==> config.mk <==
export PLATFORM = sky130hd
export DESIGN_NAME = entropy_ac_scan_controller
export DESIGN_NICKNAME = d
export VERILOG_FILES = /design/src/rtl/prores_entropy_pkg.sv /design/src/rtl/entropy_coeff_skid_buf.sv /design/src/rtl/entropy_ac_scan_controller.sv
export SDC_FILE = /design/constraint.sdc
export NUM_CORES = 1
export LEC_CHECK = 0
export ABC_AREA = 1
export CAP_MARGIN = 20
export CORE_AREA = 2 2 78 117
export DETAILED_ROUTE_END_ITERATION = 10
export DIE_AREA = 0 0 80 119
export PLACE_DENSITY = 0.76
export SKIP_CTS_REPAIR_TIMING = 1
export SLEW_MARGIN = 40
export SYNTH_ARGS = -nofsm -noshare
export SYNTH_HDL_FRONTEND = slang
export SYNTH_HIERARCHICAL = 1
export SYNTH_SLANG_ARGS = --single-unit
==> constraint.sdc <==
create_clock -name clk -period 2.63 [get_ports clk]
set_input_delay 0.526 -clock clk [delete_from_list [all_inputs] [get_ports clk]]
set_output_delay 0.526 -clock clk [all_outputs]
set_load 0.02 [all_outputs]
==> src/rtl/prores_entropy_pkg.sv <==
// Shared constants, scan tables and FSM state type for the ProRes AC entropy path.
package prores_entropy_pkg;

    localparam int unsigned COEFF_W    = 20;
    localparam int unsigned BLK_COEFFS = 64;

    // Raster index inside an 8x8 block for each scan position.
    localparam logic [5:0] PROGRESSIVE_SCAN [BLK_COEFFS] = '{
         0,  1,  8,  9,  2,  3, 10, 11,
        16, 17, 24, 25, 18, 19, 26, 27,
         4,  5, 12, 20, 13,  6,  7, 14,
        21, 28, 29, 22, 15, 23, 30, 31,
        32, 33, 40, 48, 41, 34, 35, 42,
        49, 56, 57, 50, 43, 36, 37, 44,
        51, 58, 59, 52, 45, 38, 39, 46,
        53, 60, 61, 54, 47, 55, 62, 63
    };

    localparam logic [5:0] INTERLACED_SCAN [BLK_COEFFS] = '{
         0,  8,  1,  9, 16, 24, 17, 25,
         2, 10,  3, 11, 18, 26, 19, 27,
        32, 40, 33, 34, 41, 48, 56, 49,
        42, 35, 43, 50, 57, 58, 51, 59,
         4, 12,  5,  6, 13, 20, 28, 21,
        14,  7, 15, 22, 29, 36, 44, 37,
        30, 23, 31, 38, 45, 52, 60, 53,
        46, 39, 47, 54, 61, 62, 55, 63
    };

    typedef enum logic [2:0] {
        IDLE,
        INIT,
        SCAN,
        DRAIN,
        DONE
    } scan_state_e;

endpackage

==> src/rtl/entropy_coeff_skid_buf.sv <==
// Two-entry valid/ready FIFO holding {last, coefficient} beats ahead of the run/level coder.
module entropy_coeff_skid_buf #(
    parameter int unsigned WIDTH = 21
) (
    input  logic             clk,
    input  logic             reset_n,
    input  logic             in_valid,
    input  logic [WIDTH-1:0] in_data,
    output logic             out_valid,
    output logic [WIDTH-1:0] out_data,
    input  logic             out_ready,
    output logic [1:0]       count
);

    logic [WIDTH-1:0] mem_q [2];
    logic             wr_ptr_q;
    logic             rd_ptr_q;
    logic [1:0]       count_q;
    logic             push;
    logic             pop;

    assign push      = in_valid && (count_q != 2'd2);
    assign pop       = out_valid && out_ready;
    assign out_valid = (count_q != 2'd0);
    assign out_data  = mem_q[rd_ptr_q];
    assign count     = count_q;

    always_ff @(posedge clk or negedge reset_n) begin
        if (!reset_n) begin
            mem_q[0] <= '0;
            mem_q[1] <= '0;
            wr_ptr_q <= 1'b0;
            rd_ptr_q <= 1'b0;
            count_q  <= 2'd0;
        end else begin
            if (push) begin
                mem_q[wr_ptr_q] <= in_data;
                wr_ptr_q        <= ~wr_ptr_q;
            end
            if (pop) begin
                rd_ptr_q <= ~rd_ptr_q;
            end
            unique case ({push, pop})
                2'b10:   count_q <= count_q + 2'd1;
                2'b01:   count_q <= count_q - 2'd1;
                default: count_q <= count_q;
            endcase
        end
    end

endmodule

==> src/rtl/entropy_ac_scan_controller.sv <==
// Streams a slice's AC coefficients (pos 1..63 outer, block inner) into the run/level coder.
// Build option INTERLACED_SCAN_EN adds field_mode to choose the interlaced scan table.
module entropy_ac_scan_controller
    import prores_entropy_pkg::*;
#(
    parameter int unsigned COEFF_W    = prores_entropy_pkg::COEFF_W,
    parameter int unsigned MAX_BLOCKS = 32,
    parameter int unsigned ADDR_W     = 11
) (
    input  logic               clk,
    input  logic               reset_n,
    input  logic               start,
    input  logic [5:0]         num_blocks,
`ifdef INTERLACED_SCAN_EN
    input  logic               field_mode,
`endif
    output logic               busy,
    output logic               done,
    output logic               enc_init,
    output logic               rd_en,
    output logic [ADDR_W-1:0]  rd_addr,
    input  logic [COEFF_W-1:0] rd_data,
    output logic [COEFF_W-1:0] coeff_out,
    output logic               coeff_valid,
    output logic               coeff_last,
    input  logic               out_ready
);

    localparam int unsigned BLK_W = (MAX_BLOCKS > 1) ? $clog2(MAX_BLOCKS) : 1;

    scan_state_e      state_q;
    logic [5:0]       pos_q;
    logic [BLK_W-1:0] blk_q;
    logic [BLK_W-1:0] n_m1_q;
    logic [BLK_W-1:0] n_m1_start;
    logic             rd_pending_q;
    logic             rd_last_q;
    logic             last_issue;
    logic             pop;
    logic [2:0]       credit_use;
    logic [5:0]       scan_entry;
    logic [1:0]       fifo_count;
    logic [COEFF_W:0] fifo_out;

`ifdef INTERLACED_SCAN_EN
    logic field_q;
    assign scan_entry = field_q ? INTERLACED_SCAN[pos_q] : PROGRESSIVE_SCAN[pos_q];
`else
    assign scan_entry = PROGRESSIVE_SCAN[pos_q];
`endif

    always_comb begin
        if (num_blocks == 6'd0) begin
            n_m1_start = '0;
        end else if (32'(num_blocks) > MAX_BLOCKS) begin
            n_m1_start = BLK_W'(MAX_BLOCKS - 1);
        end else begin
            n_m1_start = BLK_W'(num_blocks - 6'd1);
        end
    end

    // A beat popped this cycle frees its slot in time for data returning next cycle.
    assign pop        = coeff_valid && out_ready;
    assign credit_use = 3'(fifo_count) + 3'(rd_pending_q) - 3'(pop);
    assign rd_en      = (state_q == SCAN) && (credit_use < 3'd2);
    assign last_issue = (pos_q == 6'd63) && (blk_q == n_m1_q);
    assign rd_addr    = rd_en ? (ADDR_W'(blk_q) * ADDR_W'(BLK_COEFFS) + ADDR_W'(scan_entry))
                              : '0;

    always_ff @(posedge clk or negedge reset_n) begin
        if (!reset_n) begin
            state_q      <= IDLE;
            pos_q        <= 6'd0;
            blk_q        <= '0;
            n_m1_q       <= '0;
            rd_pending_q <= 1'b0;
            rd_last_q    <= 1'b0;
            busy         <= 1'b0;
            done         <= 1'b0;
            enc_init     <= 1'b0;
`ifdef INTERLACED_SCAN_EN
            field_q      <= 1'b0;
`endif
        end else begin
            rd_pending_q <= rd_en;
            rd_last_q    <= rd_en && last_issue;
            enc_init     <= 1'b0;
            done         <= 1'b0;
            unique case (state_q)
                IDLE: begin
                    if (start) begin
                        state_q  <= INIT;
                        n_m1_q   <= n_m1_start;
                        pos_q    <= 6'd1;
                        blk_q    <= '0;
                        busy     <= 1'b1;
                        enc_init <= 1'b1;
`ifdef INTERLACED_SCAN_EN
                        field_q  <= field_mode;
`endif
                    end
                end
                INIT: state_q <= SCAN;
                SCAN: begin
                    if (rd_en) begin
                        if (blk_q == n_m1_q) begin
                            blk_q <= '0;
                            if (pos_q == 6'd63) begin
                                state_q <= DRAIN;
                            end else begin
                                pos_q <= pos_q + 6'd1;
                            end
                        end else begin
                            blk_q <= blk_q + BLK_W'(1);
                        end
                    end
                end
                DRAIN: begin
                    if (pop && coeff_last) begin
                        state_q <= DONE;
                        done    <= 1'b1;
                        busy    <= 1'b0;
                    end
                end
                DONE:    state_q <= IDLE;
                default: state_q <= IDLE;
            endcase
        end
    end

    entropy_coeff_skid_buf #(
        .WIDTH(COEFF_W + 1)
    ) u_skid (
        .clk      (clk),
        .reset_n  (reset_n),
        .in_valid (rd_pending_q),
        .in_data  ({rd_last_q, rd_data}),
        .out_valid(coeff_valid),
        .out_data (fifo_out),
        .out_ready(out_ready),
        .count    (fifo_count)
    );

    assign {coeff_last, coeff_out} = fifo_out;

endmodule

# Yosys cells after proc, flatten, opt, wreduce, memory -nomap -nowiden
# Memory sizes are Yosys's and may differ from the RTL's.
# Index checks and enable logic that the tools add are counted.
# classes
eq_ne	14
add_sub_neg	8
n_mux	34
n_lt_le_gt_ge	6
reduce_logical	18
n_bitwise	5
# ops
operator	n
$mux W21	4
$bwmux W42	1
$mux W6	6
$mux W5	5
$demux W21 S1	1
$mux W3	5
$pmux W3 S4	1
$pmux W6 S2	1
$add A11 B6 Y11	1
$mux W11	1
$ne A2 B2 Y1 const B	5
$pmux W5 S2	1
$reduce_and A5 Y1	2
$reduce_bool A2 Y1	4
$ge A7 B7 Y1 const B	1
$logic_and A1 B1 Y1	7
$not A6 Y7	1
$add A6 B1 Y6 const B	1
$eq A3 B2 Y1 const B	2
$eq A6 B6 Y1 const B	1
$gt A6 B6 Y1 const B	1
$logic_not A6 Y1	1
$mux W1	6
$reduce_and A3 Y1	2
20 further kinds	24
# word_totals
elab_cells	100
romBits	384
register_bits	70
n_memories	1
# memory_table
name	depth	width	read_ports	rd_clocked_by_memory_dff	wr	line	source
(no name shown)	64	6	1	0	0	entropy_ac_scan_controller.sv:49	assign scan_entry = PROGRESSIVE_SCAN[pos_q];

# Depth between registers and ports, before layout
# depth
word_depth	7
depth_mapped	18
mapped_depth_nobuf	17

# Modules after synthesis
# The synthesis kept the hierarchy.
# by_module_without_submodules
module	area_per_inst_um2	n_inst	seq_area_each_um2	cells_each
entropy_coeff_skid_buf	2192.1	1	1151.1	282
entropy_ac_scan_controller	1869.3	1	600.6	261

# Least setup slack after synthesis
# OpenSTA, ideal clock, no wires.
# synth_path
kind	register to output
startpoint	register u_skid.count_q[1] (netlist: u_skid/count[1])
endpoint	output port rd_addr[2]
path_slack_ns	-0.712
n_path_buf	0
arrival_time_ns	2.816
required_ns	2.104
path_stages_with_launch	13
path_cell_list	dfrtp_1 -> inv_1 -> nand2_1 -> nand2_1 -> inv_1 -> ha_1 -> inv_1 -> nand2_1 -> fa_1 -> nand3_1 -> nor2_4 -> clkinv_1 -> nor3_1
# synth_between
elab_chain_cells	6
elab_cells_between_ends	7
cone_classes	add/sub (2); order compare (1); mux (1); reduce/logical (3)
# synth_rtl
item	line	source
start: declaration	entropy_coeff_skid_buf.sv:18	logic [1:0] count_q;
start signal: assignment	entropy_coeff_skid_buf.sv:44	2'b10: count_q <= count_q + 2'd1;
start signal: assignment	entropy_coeff_skid_buf.sv:45	2'b01: count_q <= count_q - 2'd1;
start signal: assignment	entropy_coeff_skid_buf.sv:46	default: count_q <= count_q;
$reduce_bool A2 Y1	entropy_coeff_skid_buf.sv:24	assign out_valid = (count_q != 2'd0);
via coeff_valid	entropy_ac_scan_controller.sv:24	output logic coeff_valid,
$logic_and A1 B1 Y1	entropy_ac_scan_controller.sv:63	assign pop = coeff_valid && out_ready;
$sub A3 B1 Y3	entropy_ac_scan_controller.sv:64	assign credit_use = 3'(fifo_count) + 3'(rd_pending_q) - 3'(pop);
$lt A3 B2 Y1	entropy_ac_scan_controller.sv:65	assign rd_en = (state_q == SCAN) && (credit_use < 3'd2);
$logic_and A1 B1 Y1	entropy_ac_scan_controller.sv:65	
via rd_en	entropy_ac_scan_controller.sv:20	output logic rd_en,
$mux W11	entropy_ac_scan_controller.sv:67	assign rd_addr = rd_en ? (ADDR_W'(blk_q) * ADDR_W'(BLK_COEFFS) + ADDR_W'(scan_entry))
end: declaration	entropy_ac_scan_controller.sv:21	output logic [ADDR_W-1:0] rd_addr,
# The timed path passes the listed nets, and every way through them passes these cells.

# Worst setup path in the final report
# layout_path
startpoint	register u_skid.count_q[0] (netlist: u_skid/count[0])
endpoint	output port rd_addr[3]
# layout_between
elab_chain_cells	6
elab_cells_between_ends	7
cone_classes	add/sub (2); order compare (1); mux (1); reduce/logical (3)
# layout_rtl
item	line
parallel branches: the longest is 2 deep, another holds $add A2 B1 Y3	-
$sub A3 B1 Y3 *	entropy_ac_scan_controller.sv:64
$lt A3 B2 Y1 *	entropy_ac_scan_controller.sv:65
$logic_and A1 B1 Y1 *	entropy_ac_scan_controller.sv:65
$mux W11 *	entropy_ac_scan_controller.sv:67
# Every way passes the cells marked *.

==> results.py <==
metrics = {
    "run_status": {
        "status": "finished with violations",
        "violations": "negative setup slack",
    },
    "detailed_routing": {
        "drt_iter0_drc": 250,
        "via_per_inst": 5.30,
        "drt-total-wl_um": 10200,
        "wl_per_cell_um": 13.8,
        "firstDrtPassIters": 5,
        "vias": 3921,
        "ant_nets": 0,
        "drc_errors": 0,
    },
    "timing": {
        "period_needed_ns": 3.12,
        "drv_slew": 0,
        "finalSetupViolCount": 12,
        "final.setup_skew_ns": 0.00670,
        "relSlewSlack": 0.621,
        "fin_crit_sh": 1.18,
        "rsz0062_at_grt": "true",
        "worst_pin_slew_ns": 0.569,
        "max_clock_freq_mhz": 321,
        "hold_viol": 0,
        "post-route-worst-setup-slack_ns": -0.486,
    },
    "clock_tree": {
        "clockBufferDepth": 2,
        "path_clk_slew_ns": 0.06,
        "clock_sinks": 70,
        "clk_latency_ns": 0.32,
        "cts_tree": "yes",
        "htreeDepth": 3,
        "root_buffer": "clkbuf_16",
        "cts_buffers": 9,
    },
    "final_layout": {
        "syn2layout_area_growth_pct": 32.5,
        "drive_gt1_frac": 0.170,
        "utilization": 0.624,
        "nNetsFinal": 670,
        "final_cell_mix": "nand2_1 (216), dfrtp_1 (69), clkdlybuf4s50_1 (52), nand4_1 (46), inv_1 (41)",
        "multi_input_area_mm2": 0.00209,
        "n_fill_cell": 779,
        "mostFrequentLayoutCell": "nand2_1",
        "register_area_mm2": 0.00175,
        "antenna_cells": 0,
    },
    "logic_synthesis": {
        "synth_cell_types": 38,
        "synth_area_leaders": "dfrtp_1 (43%), nand2_1 (20%), nand4_1 (7.1%), ha_1 (4.3%), inv_1 (4.1%)",
        "syn_nets": 588,
        "synth_top_area_cell": "dfrtp_1",
        "synthArstFlopShare": 1.00,
        "syn_area_mm2": 0.00406,
        "avgSynthCellArea_um2": 7.48,
        "synth-edff-count": 0,
        "syn_inst": 543,
        "ys_seq_elements": 70,
        "ys_warn_count": 6,
        "synth_top_area_frac": 0.431,
        "synthFlopType": "dfrtp_1",
        "seq_area_frac_synth": 0.431,
    },
    "worst_setup_path": {
        "critical_path_class": "reg -> out",
        "r2r_end": "blk_q[2]",
        "critPathMaxStageDelay_ns": 0.53,
        "startpoint_type": "flop",
        "slowest_stage": "fa_1",
        "endpoint_kind": "output port",
        "critPathLaunch": "u_skid/count[0]",
        "reg2regPathDepth": 16,
        "worstReg2RegStart": "u_skid/count[0]",
        "worstPathMaxFanout": 5,
        "path_cells": "inv_2, nand2_4, nand2_2, inv_2, ha_4, inv_2, nand2_2, fa_1, nand3_2, nor2_4, buf_6, o211ai_1, nor2_2, buf_6",
        "endpoint": "rd_addr[3]",
        "cpMostUsedCell": "inv_2",
        "critical_path_arrival_ns": 2.59,
        "r2r_setup_slack_ns": 0.09,
        "cp.required_ns": 2.10,
    },
    "pwr": {
        "total_leakage_power_uw": 0.00270,
        "p_sw_frac": 0.431,
        "clkPwrFrac": 0.175,
        "p_per_area_mw_per_mm2": 1220,
        "p_switching_uw": 2840,
        "intPower_uw": 3750,
        "power_frac_seq": 0.259,
        "peakVddDrop_mv": 0.698,
        "combPwrFrac": 0.565,
    },
    "global_routing": {
        "gr-total-overflow": 0,
        "grtUsageTotal": 0.216,
        "grt_pass1_wl_um": 16500,
        "grt_start_max_net_pins": 48,
        "met3_usage": 0.0462,
        "grt_pass1_vias": 3771,
        "grt_util_met1": 0.250,
        "grt-busiest-layer": "met2",
        "grt_util_met2": 0.392,
        "antenna_found_initial": 0,
    },
    "die": {
        "rows": 42,
        "die_width_um": 80,
        "start_util": 0.471,
        "fp.dieH_um": 119,
        "fp.dieArea_mm2": 0.00952,
        "io_pins": 67,
        "placeableCoreArea_mm2": 0.00862,
    },
    "place": {
        "place_ws_ns": -1.20,
        "dp_hpwl_um": 6890,
        "numPortBuffers": 66,
        "gp_congestion": 0.861,
    },
    "min_path": {
        "hold_class": "in -> async",
    },
    "run": {
        "maxCapViolCount": 0,
    },
}
==> cell families after synthesis <==
kind of cell | count (synthesis) | share of synthesized area
and+or+nand+nor | 329 | 0.360
buffers and inverters | 76 | 0.0795
DFF | 70 | 0.431
AOI/OAI and AO/OA | 49 | 0.0727
adders and majority gates | 15 | 0.0481
xor gates and xnor gates | 4 | 0.00863
==> critical path, delay by kind of cell, from the launching register on <==
kind | cells | cell delay (ns)
AND/OR/NAND/NOR | 6 | 0.57
adder cells (fa/ha/maj) | 2 | 0.76
buffers and inverters | 5 | 0.43
AO/OA/AOI/OAI | 1 | 0.09
flip-flops | 1 | 0.39
==> routing by layer <==
layer / part of all wire / wire, µm / vias to the layer above
li1: - / - / 1930
met1: 0.41 / 4160 / 1874
met2: 0.53 / 5430 / 105
met3: 0.047 / 475 / 12
met4: 0.011 / 114 / 0
met5: 0 / 0 / -
==> stage by stage <==
step | power, µW | hold WS [ns] | instances | TNS, ns | cell area (µm²)
final | 6590 | 0.193 | 740 | -5.29 | 5380
after global routing | 7080 | 0.217 | 740 | -6.74 | 5380
after floorplan | 3830 | 0.230 | 543 | -2.60 | 4130
after detailed placement | 5200 | 0.458 | 719 | -18.48 | 5010
after CTS | 6390 | 0.197 | 735 | -15.18 | 5290
after global placement | 5110 | 0.453 | 719 | -17.62 | 5010
==> cells in the mapped netlist, types with 2 or more instances <==
library cell  number
nand2_2            7
ha_1              14
a21oi_1            7
o211ai_1           4
xor2_1             2
a31oi_1            2
nand4_1           46
inv_2              3
nand3_1           18
or2_2              2
nor2_1            25
nand2_1          219
o21ai_2            6
buf_2             14
inv_1             44
dfrtp_1           70
clkbuf_1          10
nor3_1             4
xnor2_1            2
buf_4              2
nor2_4             2
o21ai_0           24
==> final cells by class <==
| cell class | count | share of cell area |
|---|---|---|
| Clock buffer | 12 | 0.0439 |
| Clock inverter | 4 | 0.00884 |
| Inverter | 49 | 0.0365 |
| Multi-Input combinational cell | 398 | 0.389 |
| Sequential cell | 70 | 0.326 |
| Tap cell | 110 | 0.0256 |
| Timing Repair Buffer | 97 | 0.171 |
==> state kept, by name, indices dropped and copies added, names as in the netlist, 2 cells and up <==
register	cells
u_skid/mem_q	42
blk_q	5
u_skid/count	2
pos_q	6
n_m1_q	5
state_q	3
==> power by group through the flow <==
| stage | Combinational [µW] | Sequential, µW | Clock (µW) |
|---|---|---|---|
| after floorplan | 2120 | 1710 | 0 |
| after CTS | 3490 | 1710 | 1190 |
| final | 3730 | 1710 | 1160 |
| after global placement | 3400 | 1700 | 0 |
| after detailed placement | 3480 | 1720 | 0 |
| after global routing | 4080 | 1760 | 1240 |
==> how the worst min path moves through the flow <==
stage / end / slack [ns]
after floorplan: blk_q[0] / 0.23
after global placement: u_skid/mem_q[39] / 0.45
after detailed placement: u_skid/mem_q[16] / 0.46
after CTS: u_skid/mem_q[13] / 0.20
after global routing: u_skid/mem_q[13] / 0.22
final: u_skid/mem_q[13] / 0.19
No activity file was read; power rests on OpenSTA's default activity.
